File: src/rtl/microprogramming_if.sv
// Decode bus between fetch and the main control decoder: instruction fields in, controls out.
// Pure wiring bundle, no storage; the decoder owns the output registers.
// Compile-time option ILLEGAL_INSN_CHECK_EN adds the illegal_insn flag to the bundle.
interface microprogramming_if #(
   parameter int OPCODE_LENGTH = 7,
   parameter int FUNCT3_LENGTH = 3,
   parameter int FUNCT7_LENGTH = 7
);
   logic [OPCODE_LENGTH-1:0] Opcode;
   logic [FUNCT3_LENGTH-1:0] Funct3;
   logic [FUNCT7_LENGTH-1:0] Funct7;
   logic                     regWrite;
   logic                     immSelMux;
   logic                     LoadMux;
   logic                     MemRead;
   logic                     MemWrite;
   logic                     Con_Jalr;
   logic                     BranchSig;
   logic [3:0]               ALUSignal;
   logic [1:0]               SelSignalforBranchSel;
   logic [2:0]               LoadstoreSigodecoder;
`ifdef ILLEGAL_INSN_CHECK_EN
   logic                     illegal_insn;
`endif

   // Fetch side: drives instruction fields, consumes controls.
   modport master (
      output Opcode, Funct3, Funct7,
      input  regWrite, immSelMux, LoadMux, MemRead, MemWrite, Con_Jalr, BranchSig,
             ALUSignal, SelSignalforBranchSel, LoadstoreSigodecoder
`ifdef ILLEGAL_INSN_CHECK_EN
      , input illegal_insn
`endif
   );

   // Decoder side: consumes instruction fields, drives controls.
   modport slave (
      input  Opcode, Funct3, Funct7,
      output regWrite, immSelMux, LoadMux, MemRead, MemWrite, Con_Jalr, BranchSig,
             ALUSignal, SelSignalforBranchSel, LoadstoreSigodecoder
`ifdef ILLEGAL_INSN_CHECK_EN
      , output illegal_insn
`endif
   );
endinterface

File: src/rtl/microprogramming.sv
// RV32I main control decoder: Opcode/Funct3/Funct7 -> registered datapath controls.
// Latency 1 cycle (outputs at edge N reflect inputs sampled at edge N); no backpressure, decodes every cycle.
// Option ILLEGAL_INSN_CHECK_EN: flags reserved encodings on illegal_insn and forces all other controls to 0.
module microprogramming #(
   parameter int OPCODE_LENGTH = 7,
   parameter int FUNCT3_LENGTH = 3,
   parameter int FUNCT7_LENGTH = 7
) (
   input  logic                clk,
   input  logic                rst_n,
   microprogramming_if.slave   bus
);
   localparam logic [OPCODE_LENGTH-1:0] OP_R      = 7'b0110011;
   localparam logic [OPCODE_LENGTH-1:0] OP_I      = 7'b0010011;
   localparam logic [OPCODE_LENGTH-1:0] OP_LOAD   = 7'b0000011;
   localparam logic [OPCODE_LENGTH-1:0] OP_STORE  = 7'b0100011;
   localparam logic [OPCODE_LENGTH-1:0] OP_BRANCH = 7'b1100011;
   localparam logic [OPCODE_LENGTH-1:0] OP_JAL    = 7'b1101111;
   localparam logic [OPCODE_LENGTH-1:0] OP_JALR   = 7'b1100111;
   localparam logic [OPCODE_LENGTH-1:0] OP_LUI    = 7'b0110111;
   localparam logic [OPCODE_LENGTH-1:0] OP_AUIPC  = 7'b0010111;

   localparam logic [FUNCT7_LENGTH-1:0] F7_BASE   = 7'b0000000;
   localparam logic [FUNCT7_LENGTH-1:0] F7_ALT    = 7'b0100000;

   localparam logic [3:0] ALU_ADD   = 4'h0;
   localparam logic [3:0] ALU_SUB   = 4'h1;
   localparam logic [3:0] ALU_SLL   = 4'h2;
   localparam logic [3:0] ALU_SLT   = 4'h3;
   localparam logic [3:0] ALU_SLTU  = 4'h4;
   localparam logic [3:0] ALU_XOR   = 4'h5;
   localparam logic [3:0] ALU_SRL   = 4'h6;
   localparam logic [3:0] ALU_SRA   = 4'h7;
   localparam logic [3:0] ALU_OR    = 4'h8;
   localparam logic [3:0] ALU_AND   = 4'h9;
   localparam logic [3:0] ALU_PASSB = 4'hA;

   localparam logic [1:0] SEL_PC4  = 2'b00;
   localparam logic [1:0] SEL_BR   = 2'b01;
   localparam logic [1:0] SEL_JAL  = 2'b10;
   localparam logic [1:0] SEL_JALR = 2'b11;

   logic       reg_write_d;
   logic       imm_sel_d;
   logic       load_mux_d;
   logic       mem_read_d;
   logic       mem_write_d;
   logic       jalr_d;
   logic       branch_d;
   logic [3:0] alu_d;
   logic [1:0] sel_d;
   logic [2:0] ls_d;
   logic       illegal_d;

   logic [2:0] f3;
   logic       f7_alt_bit;

   assign f3         = bus.Funct3;
   assign f7_alt_bit = bus.Funct7[5];

   // Shared R/I-type ALU op from Funct3; add/sub split is handled by the caller.
   function automatic logic [3:0] alu_from_f3(input logic [2:0] fn3, input logic alt);
      logic [3:0] op;
      op = ALU_ADD;
      case (fn3)
         3'b000:  op = ALU_ADD;
         3'b001:  op = ALU_SLL;
         3'b010:  op = ALU_SLT;
         3'b011:  op = ALU_SLTU;
         3'b100:  op = ALU_XOR;
         3'b101:  op = alt ? ALU_SRA : ALU_SRL;
         3'b110:  op = ALU_OR;
         default: op = ALU_AND;
      endcase
      return op;
   endfunction

   // Next-cycle control decode from the current instruction fields.
   always_comb begin
      reg_write_d = 1'b0;
      imm_sel_d   = 1'b0;
      load_mux_d  = 1'b0;
      mem_read_d  = 1'b0;
      mem_write_d = 1'b0;
      jalr_d      = 1'b0;
      branch_d    = 1'b0;
      alu_d       = ALU_ADD;
      sel_d       = SEL_PC4;
      ls_d        = 3'b000;
      illegal_d   = 1'b0;
      case (bus.Opcode)
         OP_R: begin
            reg_write_d = 1'b1;
            alu_d       = (f3 == 3'b000) ? (f7_alt_bit ? ALU_SUB : ALU_ADD)
                                         : alu_from_f3(f3, f7_alt_bit);
         end
         OP_I: begin
            reg_write_d = 1'b1;
            imm_sel_d   = 1'b1;
            alu_d       = alu_from_f3(f3, f7_alt_bit);
         end
         OP_LOAD: begin
            reg_write_d = 1'b1;
            imm_sel_d   = 1'b1;
            load_mux_d  = 1'b1;
            mem_read_d  = 1'b1;
            ls_d        = f3;
         end
         OP_STORE: begin
            imm_sel_d   = 1'b1;
            mem_write_d = 1'b1;
            ls_d        = f3;
         end
         OP_BRANCH: begin
            branch_d = 1'b1;
            sel_d    = SEL_BR;
            case (f3[2:1])
               2'b00, 2'b01: alu_d = ALU_SUB;
               2'b10:        alu_d = ALU_SLT;
               default:      alu_d = ALU_SLTU;
            endcase
         end
         OP_JAL: begin
            reg_write_d = 1'b1;
            sel_d       = SEL_JAL;
         end
         OP_JALR: begin
            reg_write_d = 1'b1;
            imm_sel_d   = 1'b1;
            jalr_d      = 1'b1;
            sel_d       = SEL_JALR;
         end
         OP_LUI: begin
            reg_write_d = 1'b1;
            imm_sel_d   = 1'b1;
            alu_d       = ALU_PASSB;
         end
         OP_AUIPC: begin
            reg_write_d = 1'b1;
            imm_sel_d   = 1'b1;
         end
         default: ;
      endcase

`ifdef ILLEGAL_INSN_CHECK_EN
      case (bus.Opcode)
         OP_LOAD:   illegal_d = (f3 == 3'b011) || (f3 == 3'b110) || (f3 == 3'b111);
         OP_STORE:  illegal_d = (f3 > 3'b010);
         OP_BRANCH: illegal_d = (f3 == 3'b010) || (f3 == 3'b011);
         OP_JALR:   illegal_d = (f3 != 3'b000);
         OP_R: begin
            if (bus.Funct7 == F7_BASE)
               illegal_d = 1'b0;
            else if (bus.Funct7 == F7_ALT)
               illegal_d = !((f3 == 3'b000) || (f3 == 3'b101));
            else
               illegal_d = 1'b1;
         end
         OP_I: begin
            if (f3 == 3'b001)
               illegal_d = (bus.Funct7 != F7_BASE);
            else if (f3 == 3'b101)
               illegal_d = !((bus.Funct7 == F7_BASE) || (bus.Funct7 == F7_ALT));
         end
         OP_JAL, OP_LUI, OP_AUIPC: illegal_d = 1'b0;
         default:   illegal_d = 1'b1;
      endcase
      // A flagged instruction must not disturb architectural state.
      if (illegal_d) begin
         reg_write_d = 1'b0;
         imm_sel_d   = 1'b0;
         load_mux_d  = 1'b0;
         mem_read_d  = 1'b0;
         mem_write_d = 1'b0;
         jalr_d      = 1'b0;
         branch_d    = 1'b0;
         alu_d       = ALU_ADD;
         sel_d       = SEL_PC4;
         ls_d        = 3'b000;
      end
`endif
   end

`ifndef ILLEGAL_INSN_CHECK_EN
   // Without the checker only Funct7[5] matters; the rest of the field and the flag are don't-cares.
   logic unused_bits;
   assign unused_bits = ^{bus.Funct7[6], bus.Funct7[4:0], illegal_d};
`endif

   // Control register stage; async reset clears every control immediately.
   always_ff @(posedge clk or negedge rst_n) begin
      if (!rst_n) begin
         bus.regWrite              <= 1'b0;
         bus.immSelMux             <= 1'b0;
         bus.LoadMux               <= 1'b0;
         bus.MemRead               <= 1'b0;
         bus.MemWrite              <= 1'b0;
         bus.Con_Jalr              <= 1'b0;
         bus.BranchSig             <= 1'b0;
         bus.ALUSignal             <= ALU_ADD;
         bus.SelSignalforBranchSel <= SEL_PC4;
         bus.LoadstoreSigodecoder  <= 3'b000;
`ifdef ILLEGAL_INSN_CHECK_EN
         bus.illegal_insn          <= 1'b0;
`endif
      end else begin
         bus.regWrite              <= reg_write_d;
         bus.immSelMux             <= imm_sel_d;
         bus.LoadMux               <= load_mux_d;
         bus.MemRead               <= mem_read_d;
         bus.MemWrite              <= mem_write_d;
         bus.Con_Jalr              <= jalr_d;
         bus.BranchSig             <= branch_d;
         bus.ALUSignal             <= alu_d;
         bus.SelSignalforBranchSel <= sel_d;
         bus.LoadstoreSigodecoder  <= ls_d;
`ifdef ILLEGAL_INSN_CHECK_EN
         bus.illegal_insn          <= illegal_d;
`endif
      end
   end
endmodule

File: src/flat_wrapper.sv
// flat-port wrapper written by rule: the top's interface ports become plain ports
module microprogramming_flat 
#(
   parameter int OPCODE_LENGTH = 7,
   parameter int FUNCT3_LENGTH = 3,
   parameter int FUNCT7_LENGTH = 7
)
  (clk, rst_n, bus_Opcode, bus_Funct3, bus_Funct7, bus_regWrite, bus_immSelMux, bus_LoadMux, bus_MemRead, bus_MemWrite, bus_Con_Jalr, bus_BranchSig, bus_ALUSignal, bus_SelSignalforBranchSel, bus_LoadstoreSigodecoder);
  microprogramming_if #(.OPCODE_LENGTH(OPCODE_LENGTH), .FUNCT3_LENGTH(FUNCT3_LENGTH), .FUNCT7_LENGTH(FUNCT7_LENGTH)) bus_i ();
  input  logic clk;
  input  logic rst_n;
  input wire logic [$bits(bus_i.Opcode)-1:0] bus_Opcode;
  input wire logic [$bits(bus_i.Funct3)-1:0] bus_Funct3;
  input wire logic [$bits(bus_i.Funct7)-1:0] bus_Funct7;
  output wire logic [$bits(bus_i.regWrite)-1:0] bus_regWrite;
  output wire logic [$bits(bus_i.immSelMux)-1:0] bus_immSelMux;
  output wire logic [$bits(bus_i.LoadMux)-1:0] bus_LoadMux;
  output wire logic [$bits(bus_i.MemRead)-1:0] bus_MemRead;
  output wire logic [$bits(bus_i.MemWrite)-1:0] bus_MemWrite;
  output wire logic [$bits(bus_i.Con_Jalr)-1:0] bus_Con_Jalr;
  output wire logic [$bits(bus_i.BranchSig)-1:0] bus_BranchSig;
  output wire logic [$bits(bus_i.ALUSignal)-1:0] bus_ALUSignal;
  output wire logic [$bits(bus_i.SelSignalforBranchSel)-1:0] bus_SelSignalforBranchSel;
  output wire logic [$bits(bus_i.LoadstoreSigodecoder)-1:0] bus_LoadstoreSigodecoder;
  assign bus_i.Opcode = bus_Opcode;
  assign bus_i.Funct3 = bus_Funct3;
  assign bus_i.Funct7 = bus_Funct7;
  assign bus_regWrite = bus_i.regWrite;
  assign bus_immSelMux = bus_i.immSelMux;
  assign bus_LoadMux = bus_i.LoadMux;
  assign bus_MemRead = bus_i.MemRead;
  assign bus_MemWrite = bus_i.MemWrite;
  assign bus_Con_Jalr = bus_i.Con_Jalr;
  assign bus_BranchSig = bus_i.BranchSig;
  assign bus_ALUSignal = bus_i.ALUSignal;
  assign bus_SelSignalforBranchSel = bus_i.SelSignalforBranchSel;
  assign bus_LoadstoreSigodecoder = bus_i.LoadstoreSigodecoder;
  microprogramming #(.OPCODE_LENGTH(OPCODE_LENGTH), .FUNCT3_LENGTH(FUNCT3_LENGTH), .FUNCT7_LENGTH(FUNCT7_LENGTH)) u_core (.clk(clk), .rst_n(rst_n), .bus(bus_i));
endmodule
File: config.mk
export PLATFORM = sky130hd
export DESIGN_NAME = microprogramming_flat
export DESIGN_NICKNAME = d
export VERILOG_FILES = /design/src/rtl/microprogramming_if.sv /design/src/rtl/microprogramming.sv /design/src/flat_wrapper.sv
export SDC_FILE = /design/constraint.sdc
export NUM_CORES = 1
export LEC_CHECK = 0
export ABC_CLOCK_PERIOD_IN_PS = 800
export CORE_MARGIN = 5
export CORE_UTILIZATION = 38
export CTS_CLUSTER_SIZE = 40
export DETAILED_ROUTE_END_ITERATION = 10
export HOLD_SLACK_MARGIN = 0.05
export PLACE_DENSITY = 0.78
export SYNTH_ARGS = -nofsm -noshare
export SYNTH_HDL_FRONTEND = slang
export SYNTH_SLANG_ARGS = --single-unit
File: constraint.sdc
create_clock -name clk -period 0.8 [get_ports clk]
set_input_delay 0.24 -clock clk [delete_from_list [all_inputs] [get_ports clk]]
set_output_delay 0.24 -clock clk [all_outputs]
set_load 0.005 [all_outputs]
# ---- Word level (Yosys, flattened, before mapping)
# Cells that the tools add are included.
# W data, S select, Z words.
dict set report op_classes {
  reduce_logical 6
  n_eq_ne 17
  n_mux 15
}
# cell n
set op_table {}
lappend op_table {{$pmux W4 S7} 1}
lappend op_table {{$pmux W4 S6} 1}
lappend op_table {{$eq A7 B6 Y1 const B} 3}
lappend op_table {{$eq A7 B7 Y1 const B} 3}
lappend op_table {{$pmux W4 S4} 1}
lappend op_table {{$eq A7 B5 Y1 const B} 2}
lappend op_table {{$eq A3 B3 Y1 const B} 3}
lappend op_table {{$mux W1} 8}
lappend op_table {{$eq A7 B2 Y1 const B} 1}
lappend op_table {{$reduce_or A7 Y1} 1}
lappend op_table {{$eq A3 B2 Y1 const B} 2}
lappend op_table {{$pmux W2 S3} 1}
lappend op_table {{$pmux W3 S2} 1}
lappend op_table {{$reduce_or A6 Y1} 1}
lappend op_table {{$mux W4} 1}
lappend op_table {{$reduce_or A2 Y1} 2}
lappend op_table {{$eq A3 B1 Y1 const B} 1}
lappend op_table {{$logic_not A3 Y1} 1}
lappend op_table {{$mux W3} 1}
lappend op_table {{$eq A2 B1 Y1 const B} 1}
lappend op_table {{$eq A2 B2 Y1 const B} 1}
lappend op_table {{$logic_not A2 Y1} 1}
dict set report word_totals {
  register_bits 15
  out_inout_bits 16
  in_bits 19
}

# ---- Longest topological paths before layout
# Gate-level depths: netlist (run 1).
dict set report logic_depth {
  depth_word 4
  mapped_depth 5
}

# ---- Worst setup path before layout (run 1)
# OpenSTA, ideal clock, no wires.
dict set report synth_timing {
  path_type {input -> register}
  startpoint {in bus_Opcode[3]}
  endpoint {reg u_core.bus.ALUSignal[2] (netlist bit)}
  path_buffers 0
  required_ns 0.718
  arrival_ns 0.943
  stages 4
  setup_slack_ns -0.225
  setup_ns 0.082
  path_cell_list {nand4bb_4 > nor3_4 > nand3b_1 > a31oi_1}
}
dict set report synth_between {
  elab_chain_cells 2
  word_cells_on_any_way 5
}
# item line
set synth_lines {}
lappend synth_lines {{from (decl)} flat_wrapper.sv:12} ;# input wire logic [$bits(bus_i.Opcode)-1:0] bus_Opcode;
lappend synth_lines {{$eq A7 B6 Y1 (tied with other cells)} microprogramming.sv:91} ;# case (bus.Opcode)
lappend synth_lines {{$pmux W4 S4 *} microprogramming.sv:91}
lappend synth_lines {{net u_core.alu_d[2]} microprogramming.sv:50} ;# logic [3:0] alu_d;
lappend synth_lines {{to (signal assigned)} microprogramming.sv:214} ;# bus.ALUSignal <= alu_d;
lappend synth_lines {{to (decl)} microprogramming_if.sv:40} ;# ALUSignal, SelSignalforBranchSel, LoadstoreSigodecoder
# The timed path passes the listed nets; every way through them passes the cells marked *.

==> metrics.log, run 1 <==
[metrics] final period demand of the worst path: 1030 ps
[metrics] largest net degree at the start of global routing: 16
[metrics] fraction of the core area covered by cells at the end of the flow: 0.633
[metrics] die extent in x: 52.1 um
[metrics] class of the worst hold path: in2reg
[metrics] unrepaired setup endpoints after global routing: yes
[metrics] required time at the endpoint of the critical path: 560 ps
[metrics] buffering stage count on the worst path with inverters included: 1
[metrics] initial standard-cell utilization of the core: 0.395
[metrics] Largest stage delay, worst path: 390 ps
[metrics] post-route DRC violation count: 0
[metrics] dominant cell by count in the synthesized netlist: sky130_fd_sc_hd__dfrtp_1
[metrics] Pleak: 0.556 nW
[metrics] 1st-pass router iterations: 4
[metrics] die extent in y: 52.1 um
[metrics] total of flip-flops plus latches after synthesis: 15
[metrics] maximum resistive drop on vdd: 0.473 mV
[metrics] number of synthesized flops with an enable pin: 0
[metrics] number of global-route vias before repair: 632
[metrics] number of vias per cell: 4.88
[metrics] final global-route overflow total: 0
[metrics] standard cell with the maximum stage delay on the critical path: sky130_fd_sc_hd__dfrtp_1
[metrics] cell count after synthesis: 64
[metrics] Power Density: 1320 nW/um^2
[metrics] count of antenna-violating nets left after detailed routing: 0
[metrics] most instantiated cells after synthesis: sky130_fd_sc_hd__dfrtp_1, sky130_fd_sc_hd__nor2_1, sky130_fd_sc_hd__a21oi_1, sky130_fd_sc_hd__nand2_1, sky130_fd_sc_hd__and2_1
[metrics] Worst-Margin Slew: 311 ps
[metrics] Hold Vio Cnt, Final: 0
[metrics] cell type contributing the most total cell area after synthesis: sky130_fd_sc_hd__dfrtp_1
[metrics] number of distinct standard cells referenced by the synthesized netlist: 26
[metrics] routed len/inst: 13.4 um
[metrics] area grow syn2layout: 60.3%
[metrics] total of buffers placed on input and output ports: 28
[metrics] Row Count: 15
[metrics] result of the run: complete, but fails checks
[metrics] violations in the final reports: negative setup slack
[metrics] final RePlAce weighted congestion: 0.732
[metrics] Setup-failing EPs final: 24
[metrics] final worst-path setup slack: -230 ps
[metrics] area of the core region: 1710 sq um
[metrics] final net count: 125
[metrics] biggest fanout along the worst timing path: 2
[metrics] library cell used as clock root buffer: sky130_fd_sc_hd__clkbuf_4
[metrics] highest clock rate: 971 MHz
[metrics] IO Count: 35
[metrics] Final period util: 1.29
[metrics] Avg Cell Area, Syn: 10.5 sq um
[metrics] number of buffers created by CTS: 3
[metrics] final max-slew violation count: 0
[metrics] share of post-route cells with drive strength above 1: 0.533
[metrics] CP Cell Sequence: buf_2
[metrics] Final HPWL DP: 1.19 mm
[metrics] final WL: 1.75 mm
[metrics] via total after detailed routing: 634
[metrics] Longest Clk Path Bufs: 2
[metrics] share of flip-flops with an asynchronous set or reset: 1.00
[metrics] overall die area: 2720 sq um
[metrics] Num Clock Sinks: 15
[metrics] number of nets produced by synthesis: 83
[metrics] clock-pin slew reported for the worst setup and hold paths after clock tree synthesis: 80 ps
[metrics] crit path launch type: flip-flop
[metrics] final total power: 0.00143 W
[metrics] nature of the critical path endpoint: output port
[metrics] most common flop cell mapped by yosys: sky130_fd_sc_hd__dfrtp_1
[metrics] number of synthesis warnings: 0
[metrics] worst setup slack before clock tree synthesis: -776 ps
[metrics] antenna violations before repair: 0
[metrics] Synth area leaders: sky130_fd_sc_hd__dfrtp_1, sky130_fd_sc_hd__nand4bb_4, sky130_fd_sc_hd__a21oi_1, sky130_fd_sc_hd__and2_1, sky130_fd_sc_hd__nor2_1
[metrics] # Max-Cap Violations: 0
[metrics] clock tree from TritonCTS: done
[metrics] synthesized area: 674 sq um
[metrics] normalized max-slew margin: 0.792
[metrics] count of H-tree levels built during CTS: 1
[metrics] startpoint-to-endpoint class of the critical path: reg2out
[metrics] number of DRC markers after the initial detailed-route iteration: 8
[metrics] area fraction of the dominant cell type after synthesis: 0.557
[metrics] total global-route track usage: 0.152
[metrics] global-route wire length before repair: 3.02 mm
[metrics] data arrival time of the worst path: 790 ps
[metrics] portion of the post-synthesis area used by sequential elements: 0.557
[metrics] number of diodes added for antenna fixing: 0
[metrics] cell family with the largest share of critical-path delay: flip-flops
cells in the final DEF, fill, tap and decap left out, drive strengths merged:
| master | count |
|---|---|
| o21ai | 3 |
| nor4 | 1 |
| a21boi | 1 |
| nor2 | 7 |
| inv | 1 |
| nand4bb | 1 |
| nand2 | 5 |
| dlygate4sd2 | 3 |
| and3 | 1 |
| a31oi | 2 |
| and2 | 4 |
| nand3 | 3 |
| dfrtp | 15 |
| a211oi | 1 |
| a21oi | 5 |
| buf | 36 |
| dlymetal6s2s | 1 |
| a22oi | 1 |
| clkbuf | 5 |
| nor2b | 1 |
| nor3 | 3 |
| o211ai | 1 |
| nand4 | 1 |
| nand3b | 2 |
| clkdlybuf4s50 | 1 |
per-stage QoR:
stage                     hold slack [ps]  area, sq um  instances  TNS (ps)
after global routing                  243         1080        130     -4770
after detailed placement              588         1070        123    -13540
after floorplan                     -55.6          698         64     -1240
after CTS                             229         1080        130     -3960
after global placement                585         1070        123    -12970
final                                 252         1080        130     -3750
state kept, by name (all words and copies together) (netlist names):
signal / count
u_core.bus.SelSignalforBranchSel: 2
u_core.bus.BranchSig: 1
u_core.bus.LoadMux: 1
u_core.bus.ALUSignal: 4
u_core.bus.LoadstoreSigodecoder: 3
u_core.bus.Con_Jalr: 1
u_core.bus.regWrite: 1
u_core.bus.MemWrite: 1
u_core.bus.immSelMux: 1
final cells by class:
| class | instances | area (sq um) |
|---|---|---|
| Clock buffer | 4 | 26.3 |
| Tap cell | 25 | 31.3 |
| Sequential cell | 15 | 375 |
| Timing Repair Buffer | 42 | 307 |
| Inverter | 1 | 3.75 |
| Fill cell | 137 | 627 |
| Multi-Input combinational cell | 43 | 338 |
kinds of logic (layout without fill, tap and decap cells):
logic type / Yosys count / after routing / synth area share
buf+inv: 6 / 47 / 0.0445
flops: 15 / 15 / 0.557
compound gates: 14 / 14 / 0.130
simple gates: 29 / 29 / 0.269
timing repair:
item	4_1_cts	5_1_grt
pin swaps	11	7
setup buffers	4	0
gates cloned	0	0
resized for setup	105	9
hold buffers	0	0
setup endpoints to repair	31	29
endpoints found under the hold margin	0	0
power breakdown:
| group | internal [W] | switching [W] |
|---|---|---|
| registers | 0.000767 | 0.00000206 |
| logic | 0.000122 | 0.000128 |
| clock network | 0.000193 | 0.000215 |
| total | 0.00108 | 0.000345 |
per-layer routing:
metal / global-route usage / routed length [um] / part of all wire
met3: 0.0172 / 76 / 0.043
met1: 0.193 / 726 / 0.42
met4: 0.0917 / 36 / 0.021
met5: 0 / 0 / 0
met2: 0.247 / 908 / 0.52
final timing paths:
| check | end | slack (ps) | startpoint | cells past startpoint |
|---|---|---|---|---|
| max | bus_MemRead | -230 | u_core.bus.LoadMux$_DFF_PN0_ | 1 |
| max in group asynchronous | u_core.bus.LoadstoreSigodecoder[1]$_DFF_PN0_ | 390 | rst_n | 2 |
| min in group asynchronous | u_core.bus.LoadstoreSigodecoder[2]$_DFF_PN0_ | 290 | rst_n | 2 |
| min | u_core.bus.Con_Jalr$_DFF_PN0_ | 250 | bus_Opcode[3] | 3 |
No activity file was read; power rests on OpenSTA's default activity.
==> run 2, diff against run 1 <==
Settings changed: SKIP_LAST_GASP from default to 1.
==> results of run 2 <==
The final DEF is identical to that of run 1; final timing and power are the same.
Main changes from that run: via count of the first global-routing pass 632 -> 634
